**config.mk**
```make
export PLATFORM = sky130hd
export DESIGN_NAME = fhe_cmd_dispatch_queue
export DESIGN_NICKNAME = d
export VERILOG_FILES = /design/src/rtl/fhe_cmd_dispatch_queue.sv
export SDC_FILE = /design/constraint.sdc
export NUM_CORES = 2
export LEC_CHECK = 0
export CORE_MARGIN = 2
export CORE_UTILIZATION = 36
export CTS_BUF_LIST = sky130_fd_sc_hd__clkbuf_2
export DETAILED_ROUTE_END_ITERATION = 8
export HOLD_SLACK_MARGIN = 0.06
export PLACE_DENSITY = 0.54
export SYNTH_ARGS = -nofsm -noshare
export SYNTH_HDL_FRONTEND = slang
export SYNTH_SLANG_ARGS = --single-unit
```
**constraint.sdc**
```tcl
create_clock -name clk -period 5.8 [get_ports clk]
set_input_delay 1.16 -clock clk [delete_from_list [all_inputs] [get_ports clk]]
set_output_delay 1.16 -clock clk [all_outputs]
set_load 0.005 [all_outputs]
```
**src/rtl/fhe_cmd_dispatch_queue.sv**
```systemverilog
// fhe_cmd_dispatch_queue
//   In-order FIFO of {cmd,data0,data1} host words. Each word is issued to one
//   of NUM_CH execution channels. The channel comes from a host-programmed
//   route table indexed by command code.
// Ports
//   clk, rstn                   clock / async active-low reset
//   in_valid/in_ready/in_cmd/in_data0/in_data1   host command port
//   cfg_we/cfg_cmd/cfg_ch/cfg_en route table write (cfg_en=0 unmaps an entry)
//   out_valid[NUM_CH]           one-hot issue strobe; out_cmd/out_data0/1 shared
//   ch_ready[NUM_CH]            per-channel accept
//   count, busy                 occupancy, FSM not idle
//   err_unmapped                1-cycle pulse: a word with an unmapped cmd was dropped
//   err_timeout                 sticky head-stall timeout; cleared by flush or reset
module fhe_cmd_dispatch_queue #(
  parameter int FSIZE     = 64,
  parameter int CMD_W     = 8,
  parameter int DEPTH     = 16,
  parameter int NUM_CH    = 4,
  parameter int TIMEOUT   = 1023,
  parameter int CMD_FLUSH = 111
) (
  input  logic                      clk,
  input  logic                      rstn,
  input  logic                      in_valid,
  output logic                      in_ready,
  input  logic [CMD_W-1:0]          in_cmd,
  input  logic [FSIZE-1:0]          in_data0,
  input  logic [FSIZE-1:0]          in_data1,
  input  logic                      cfg_we,
  input  logic [CMD_W-1:0]          cfg_cmd,
  input  logic [$clog2(NUM_CH)-1:0] cfg_ch,
  input  logic                      cfg_en,
  output logic [NUM_CH-1:0]         out_valid,
  input  logic [NUM_CH-1:0]         ch_ready,
  output logic [CMD_W-1:0]          out_cmd,
  output logic [FSIZE-1:0]          out_data0,
  output logic [FSIZE-1:0]          out_data1,
  output logic [$clog2(DEPTH):0]    count,
  output logic                      busy,
  output logic                      err_unmapped,
  output logic                      err_timeout
);
  localparam int CH_W = $clog2(NUM_CH);
  localparam int AW   = $clog2(DEPTH);
  localparam int CW   = AW + 1;
  localparam int NE   = 1 << CMD_W;
  localparam int TW   = (TIMEOUT > 0) ? $clog2(TIMEOUT + 1) : 1;

  typedef struct packed {
    logic [CMD_W-1:0] cmd;
    logic [FSIZE-1:0] d0;
    logic [FSIZE-1:0] d1;
    logic [CH_W-1:0]  ch;
  } entry_t;

  typedef enum logic [1:0] {S_IDLE, S_ISSUE, S_FLUSH} state_t;

  state_t                   state, state_nxt;
  entry_t                   mem [DEPTH];
  entry_t                   head;
  logic [AW-1:0]            rd_ptr, wr_ptr;
  logic [CW-1:0]            cnt, cnt_nxt;
  logic [NE-1:0]            rt_en;
  logic [NE-1:0][CH_W-1:0]  rt_ch;
  logic [TW-1:0]            stall, stall_nxt;
  logic                     hv, accept, flush, push, drop, pop, stalled;

  // Head is read straight from the registered storage, so a word written at
  // edge t is visible at t+1. Outputs are gated so they read 0 when empty.
  assign head      = mem[rd_ptr];
  assign hv        = (cnt != '0) && (state != S_FLUSH);
  assign out_cmd   = hv ? head.cmd : '0;
  assign out_data0 = hv ? head.d0  : '0;
  assign out_data1 = hv ? head.d1  : '0;
  assign count     = cnt;
  assign busy      = (state != S_IDLE);

  for (genvar c = 0; c < NUM_CH; c++) begin : g_ch
    assign out_valid[c] = hv && (head.ch == CH_W'(c));
  end

  assign pop     = |(out_valid & ch_ready);
  assign stalled = |(out_valid & ~ch_ready);
  assign accept  = in_valid && in_ready;
  assign flush   = accept && (in_cmd == CMD_W'(CMD_FLUSH));
  // Route lookup uses the table as of this cycle; a same-cycle cfg write
  // only affects later words.
  assign push    = accept && !flush &&  rt_en[in_cmd];
  assign drop    = accept && !flush && !rt_en[in_cmd];

  always_comb begin
    state_nxt = state;
    case (state)
      S_IDLE:  if (push) state_nxt = S_ISSUE;
      S_ISSUE: if (pop && !push && cnt == CW'(1)) state_nxt = S_IDLE;
      S_FLUSH: state_nxt = S_IDLE;
      default: state_nxt = S_IDLE;
    endcase
    if (flush) state_nxt = S_FLUSH;
  end

  always_comb begin
    cnt_nxt = flush ? '0 : cnt + CW'(push) - CW'(pop);
    stall_nxt = stall;
    if (flush || pop)                           stall_nxt = '0;
    else if (stalled && stall != TW'(TIMEOUT))  stall_nxt = stall + TW'(1);
  end

  always_ff @(posedge clk or negedge rstn) begin
    if (!rstn) begin
      state        <= S_IDLE;
      rd_ptr       <= '0;
      wr_ptr       <= '0;
      cnt          <= '0;
      in_ready     <= 1'b1;
      stall        <= '0;
      err_timeout  <= 1'b0;
      err_unmapped <= 1'b0;
      rt_en        <= '0;
      rt_ch        <= '0;
    end else begin
      state        <= state_nxt;
      cnt          <= cnt_nxt;
      stall        <= stall_nxt;
      err_unmapped <= drop;
      // Registered so ch_ready never reaches in_ready combinationally.
      in_ready     <= (cnt_nxt != CW'(DEPTH)) && (state_nxt != S_FLUSH);
      if (flush) begin
        rd_ptr <= '0;
        wr_ptr <= '0;
      end else begin
        if (pop)  rd_ptr <= rd_ptr + AW'(1);
        if (push) wr_ptr <= wr_ptr + AW'(1);
      end
      if (flush)
        err_timeout <= 1'b0;
      else if (TIMEOUT != 0 && stall_nxt == TW'(TIMEOUT) && stalled)
        err_timeout <= 1'b1;
      if (cfg_we) begin
        rt_en[cfg_cmd] <= cfg_en;
        rt_ch[cfg_cmd] <= cfg_ch;
      end
    end
  end

  // Payload storage needs no reset; outputs are masked while empty.
  always_ff @(posedge clk) begin
    if (push) mem[wr_ptr] <= '{cmd: in_cmd, d0: in_data0, d1: in_data1, ch: rt_ch[in_cmd]};
  end

endmodule

```
Word-level counts from Yosys, hierarchy flattened
Memories as Yosys holds them, arrays and structs flattened.
Index checks and enable logic that the tools add are counted.
{"block": "totals", "ff_bits": 796, "latchBits": 0, "ramBits": 2208, "rom_bits": 0, "in_bits": 155, "memories": 1}
{"name": "mem", "depth": 16, "word_bits": 138, "read_ports": 1, "rd_ports_with_merged_regs": 0, "wr": 1, "line": "59", "rtl": "entry_t mem [DEPTH];"}
{"block": "op_classes", "add_sub_neg": 5, "n_mul": 0, "n_div": 0, "n_lt_le_gt_ge": 3, "eq_ne": 11, "n_shift": 0, "mux": 28, "bitwise_logic": 3, "reduce_logical": 29}
{"operator": "bitwise mux 512 bit", "count": 1}
{"operator": "bitwise mux 256 bit", "count": 1}
{"operator": "2-to-1 mux 64 bit", "count": 2}
{"operator": "2-to-1 mux 10 bit", "count": 2}
{"operator": "less-than comparator 8 x 9 -> 1 bit (second input constant)", "count": 2}
{"operator": "binary-select mux 2 bit (select 8 bit)", "count": 1}
{"operator": "demux 2 bit (select 8 bit)", "count": 1}
{"operator": "logical AND 1 bit", "count": 16}
{"operator": "2-to-1 mux 4 bit", "count": 4}
{"operator": "adder 10 x 1 -> 10 bit (second input constant)", "count": 1}
{"operator": "== test 10 bit (second input constant)", "count": 1}
{"operator": "2-to-1 mux 2 bit", "count": 5}
{"operator": "!= test 10 bit (second input constant)", "count": 1}
{"operator": "adder 4 x 1 -> 4 bit (second input constant)", "count": 2}
{"operator": "bitwise AND 4 bit", "count": 2}
{"operator": "binary-select mux 1 bit (select 8 bit)", "count": 1}
{"operator": "demux 1 bit (select 8 bit)", "count": 1}
{"operator": "== test 8 x 7 -> 1 bit (second input constant)", "count": 1}
{"operator": "greater-or-equal comparator 8 x 1 -> 1 bit (second input constant)", "count": 1}
{"operator": "2-to-1 mux 8 bit", "count": 1}
{"operator": "nonzero test 2 bit", "count": 4}
{"operator": "OR reduction 4 bit", "count": 2}
{"operator": "2-to-1 mux 1 bit", "count": 6}
{"operator": "adder 5 x 1 -> 5 bit", "count": 1}
{"operator": "other kinds (13)", "count": 19}

Depth between registers and ports, before layout
{"block": "depth", "ltp_word": 13, "ltp_mapped": 24}

Worst setup path before layout
OpenSTA, ideal clock, no wires.
{"block": "synth_path", "path_type": "input to register", "startpoint": "input in_cmd[2]", "endpoint": "memory mem[15][0] (netlist name), enable pin", "setup_ns": 0.515, "arrival_ns": 6.455, "slack_ns": -1.169, "stages": 10, "n_path_buf": 4, "path_cell_list": "clkbuf_1 -> clkbuf_1 -> clkbuf_1 -> a22oi_1 -> nand4b_1 -> nand4_1 -> or4_1 -> nor2_2 -> buf_4 -> and3_1"}
{"block": "synth_via", "elab_chain_len": 7}
{"item": "start, declared", "line": "26", "rtl": "input logic [CMD_W-1:0] in_cmd,"}
{"item": "branches (longest 4 deep; another with binary-select mux 1 bit (select 8 bit))"}
{"item": "logical AND 1 bit (*)", "line": "88", "rtl": "assign push = accept && !flush && rt_en[in_cmd];"}
{"item": "2-to-1 mux 1 bit (*)", "line": "148", "rtl": "if (push) mem[wr_ptr] <= '{cmd: in_cmd, d0: in_data0, d1: in_data1, ch: rt_ch[in_cmd]};"}
{"item": "2-to-1 mux 1 bit (not written as such) (*)", "line": "148"}
{"item": "end, declared", "line": "59"}
Every way passes the cells marked *. The select of a mux whose other input is x is not followed.

Final worst setup path
{"block": "layout_path", "startpoint": "register rd_ptr[0]", "endpoint": "output out_data1[62]"}
{"block": "layout_via", "elab_chain_len": 2}
{"item": "start, declared", "line": "61", "rtl": "logic [AW-1:0] rd_ptr, wr_ptr;"}
{"item": "start signal, assigned", "line": "132", "rtl": "if (pop) rd_ptr <= rd_ptr + AW'(1);"}
{"item": "memory read (16 x 138 bit)"}
{"item": "2-to-1 mux 64 bit", "line": "74", "rtl": "assign out_data1 = hv ? head.d1 : '0;"}
{"item": "end, declared", "line": "37", "rtl": "output logic [FSIZE-1:0] out_data1,"}
No other way between the ends.

==> flow_summary.ini <==
[setup_path]
crit_chain = buf_12 > buf_16 > buf_12 > buf_16 > buf_12 > buf_8 > mux4_2 > mux4_2 > nor2b_1 > buf_2
required_ps = 4640
cp_slowest_cell = dfrtp_4
path_class = reg2out
crit_buf_inv = 7
worst_setup_path_end_kind = output port
max_stage_delay_ps = 530
cp.depth = 10
critPathTopFamily = buffers and inverters
worst_ep_arrival_time_ps = 4600
crit_top_cell = buf_12
start_kind = flop
cp_max_fo = 6
ff2ff_path_depth = 24

[synth]
ys.warnings.count = 0
synth_cell_types = 58
muxShareOfSynthArea_pct = 23.6
async_reset_ff_share_pct = 26.5
syn_nets = 6276
synth-xor-area-share_pct = 0.115
avgSynthCellArea_sq_um = 19.9
synth-simple-area-share_pct = 2.65
yosysTopAreaCell = edfxtp_1
yosysSeqAreaShare_pct = 70.9
synth_top_family_by_area = multiplexers
synthAdderAreaFrac_pct = 0.140
netlist_area_sq_um = 122000
synthFlopType = edfxtp_1
synth_edf_count = 2208
syn_inst = 6108
synth_most_common_cell = edfxtp_1
synth_top_cell_area_share_pct = 54.6
synth_compound_area_share_pct = 1.23
ys_top_cells_by_area = edfxtp_1 55%, dfrtp_1 16%, mux4_2 15%
synth_common_cells = 2,208 x edfxtp_1, 810 x mux2_2, 799 x mux4_2
ys_seq_elements = 3004

[sta]
setup_viol = 0
rsz0062_at_grt = true
relSlewSlack_pct = 20.3
timing.final.ws_setup_ps = 42.3
finalSetupTns_ps = 0
period_share_pct = 99.3
worstMarginPinSlew_ps = 1200
post-route-min-period_ps = 5760
worst_clock_skew_ps = 307
max_clock_freq_mhz = 174
hold_viol = 0
drv_slew = 0

[global_route]
grt_pass1_vias = 71200
gr-total-overflow = 0
grt_util_all_layers_pct = 20.1
grt_start_max_net_pins = 157
grt_pass1_wl_microns = 502000
use_met1_pct = 27.1
grt_use_met3_pct = 3.71
use_met2_pct = 33.2
grt.busiest_layer = met2
antenna_found_initial = 23

[die]
chipHeight_microns = 585
rows = 213
io_pins = 304
core_sq_um = 336000
die_x_microns = 585
dieArea_sq_um = 342000
initial_utilization_pct = 36.1

[routing]
initialDrtViolationCount = 5410
drc_errors = 0
routed_wl_microns = 347000
dr.pass1.iters = 7
drtAntennaViolNets = 0
vias = 67000
vias_per_cell = 5.31
detail_route.wl_per_cell_microns = 27.5

[finish]
layout.nets = 7658
syn_to_final_growth_pct = 19.9
drive_gt1_share_pct = 44.6

[power]
pwr-share-clk_pct = 24.5
power_density_nw_per_um2 = 408
switchingPower_mw = 18.5
sw_frac_of_total_pct = 31.1
peakVddDrop_mv = 0.336
power.internal_mw = 41.0
finalPower_mw = 59.5
leakage_nw = 54.2
p_comb_share_pct = 34.4
pwr-share-seq_pct = 41.1

[clock_network]
cts.reportedPaths.clkPinSlew_ps = 100
cts_buffers = 773
tritoncts = yes
insertion_delay_ps = 2260
root_buffer = clkbuf_2
clkSinkCount = 3004
cts_buffer_depth = 4
htreeDepth = 6

[flow_run]
max-cap-violations = 0

[placement]
post-dp-hpwl_microns = 186000
dp_slack_ps = 206
place_congestion = 0.784
port_buffers = 303

[worst_hold_path]
min_path_type = in2async

[outcome]
status = complete, no violations
-- worst paths after layout --
check | slack, ps | start | end
worst max-delay path | 40 | rd_ptr[0]$_DFFE_PN0P_ | out_data1[62]
worst min-delay path | 290 | rstn | rt_ch[104]$_DFFE_PN0P_
worst max register to register | 620 | rd_ptr[0]$_DFFE_PN0P_ | in_ready$_DFF_PN1_
worst min register to register | 490 | state[1]$_DFF_PN0_ | state[0]$_DFF_PN0_
max in group asynchronous | 4590 | rstn | rt_en[130]$_DFFE_PN0P_
min in group clk | 330 | cfg_en | rt_en[98]$_DFFE_PN0P_
-- metal layers --
layer  wire [microns]  vias up  part of all wire [%]
met2           172000     2131                    49
met1           148000    36400                    43
met4             8040       20                   2.3
met5              126        -                 0.036
li1                 -    28000                     -
met3            19200      519                   5.5
-- flip-flops by register name (all words and copies together), names as in the netlist --
name          cells
err_unmapped      1
err_timeout       1
state             2
in_ready          1
rt_ch           512
mem            2208
wr_ptr            4
count             5
rd_ptr            4
stall            10
rt_en           256
-- area by class of cell --
type	count	area, sq um
Antenna cell	17	42.5
Clock inverter	247	1410
Timing Repair Buffer	984	12300
Inverter	20	75.1
Multi-Input combinational cell	2707	34400
Sequential cell	3004	86200
Clock buffer	1115	5580
Fill cell	29700	191000
Tap cell	4515	5650
-- kinds of logic (layout without fill, tap and decap cells) --
group | count (synthesis) | after routing
buffers and inverters | 397 | 2366
xor gates and xnor gates | 16 | 16
AOI/OAI and AO/OA | 238 | 238
other | 0 | 17
and+or+nand+nor | 680 | 680
DFF | 3004 | 3004
muxes | 1760 | 1760
adders and majority gates | 13 | 13
-- cells in the final DEF (no fill, tap or decap), types with 8 or more instances in the layout --
| master | synthesis | routed |
|---|---|---|
| a21oi_1 | 84 | 84 |
| a22oi_1 | 22 | 22 |
| and3_4 | 0 | 16 |
| buf_12 | 0 | 175 |
| buf_16 | 0 | 68 |
| buf_2 | 9 | 100 |
| buf_4 | 16 | 159 |
| buf_6 | 13 | 119 |
| buf_8 | 0 | 33 |
| bufinv_16 | 0 | 9 |
| clkbuf_2 | 0 | 1123 |
| clkdlybuf4s50_1 | 0 | 154 |
| clkinv_1 | 1 | 173 |
| clkinv_2 | 0 | 19 |
| clkinv_4 | 0 | 10 |
| clkinvlp_4 | 0 | 11 |
| dfrtp_1 | 795 | 790 |
| diode_2 | 0 | 17 |
| dlygate4sd3_1 | 0 | 154 |
| edfxtp_1 | 2208 | 2208 |
| ha_1 | 12 | 12 |
| inv_1 | 19 | 18 |
| inv_6 | 0 | 21 |
| mux2_2 | 810 | 809 |
| mux2i_1 | 151 | 150 |
| mux4_2 | 799 | 799 |
| nand2_1 | 122 | 115 |
| nand2_2 | 2 | 8 |
| nand2b_1 | 10 | 9 |
| nand3_1 | 36 | 33 |
| nor2_1 | 272 | 269 |
| nor2b_1 | 153 | 70 |
| nor2b_4 | 0 | 78 |
| nor3_1 | 28 | 26 |
| nor4_1 | 9 | 9 |
| o21ai_0 | 40 | 40 |
| o221ai_1 | 34 | 34 |
| o22ai_1 | 34 | 33 |
| xnor2_1 | 11 | 11 |
-- metrics by stage --
stage / instance area [sq um] / utilization (%) / cells / hold WS [ps]
3_3_place_gp: 132000 / 39.2 / 10800 / 452
5_1_grt: 146000 / 43.3 / 12600 / 62.0
6_report: 146000 / 43.3 / 12600 / 293
4_1_cts: 145000 / 43.2 / 12600 / 61.9
2_1_floorplan: 122000 / - / 6108 / 433
3_5_place_dp: 132000 / 39.2 / 10800 / 468
-- power by group through the flow --
stage	Combinational, mW	Sequential (mW)	Clock, mW
2_1_floorplan	9.37	24.7	0
3_3_place_gp	15.8	25.0	0
3_5_place_dp	15.8	25.0	0
4_1_cts	20.4	24.5	15.1
5_1_grt	21.6	24.5	16.2
6_report	20.5	24.4	14.6
-- timing repair --
item	in CTS	in global routing
endpoints found under the setup margin	140	130
resized for setup	853	191
pin swaps	3	0
gates cloned	71	3
hold endpoints to repair	3464	0
buffers inserted	212	55
hold buffers	155	0
-- worst register-to-register path, delay by kind of cell, from the launching register on --
kind,cells,cell delay [ps]
AOI/OAI and AO/OA,3,440
adders and majority gates,3,660
buffers and inverters,10,1070
DFF,1,530
muxes,3,1340
and+or+nand+nor,5,1110
Power figures use the tool's default switching activity.
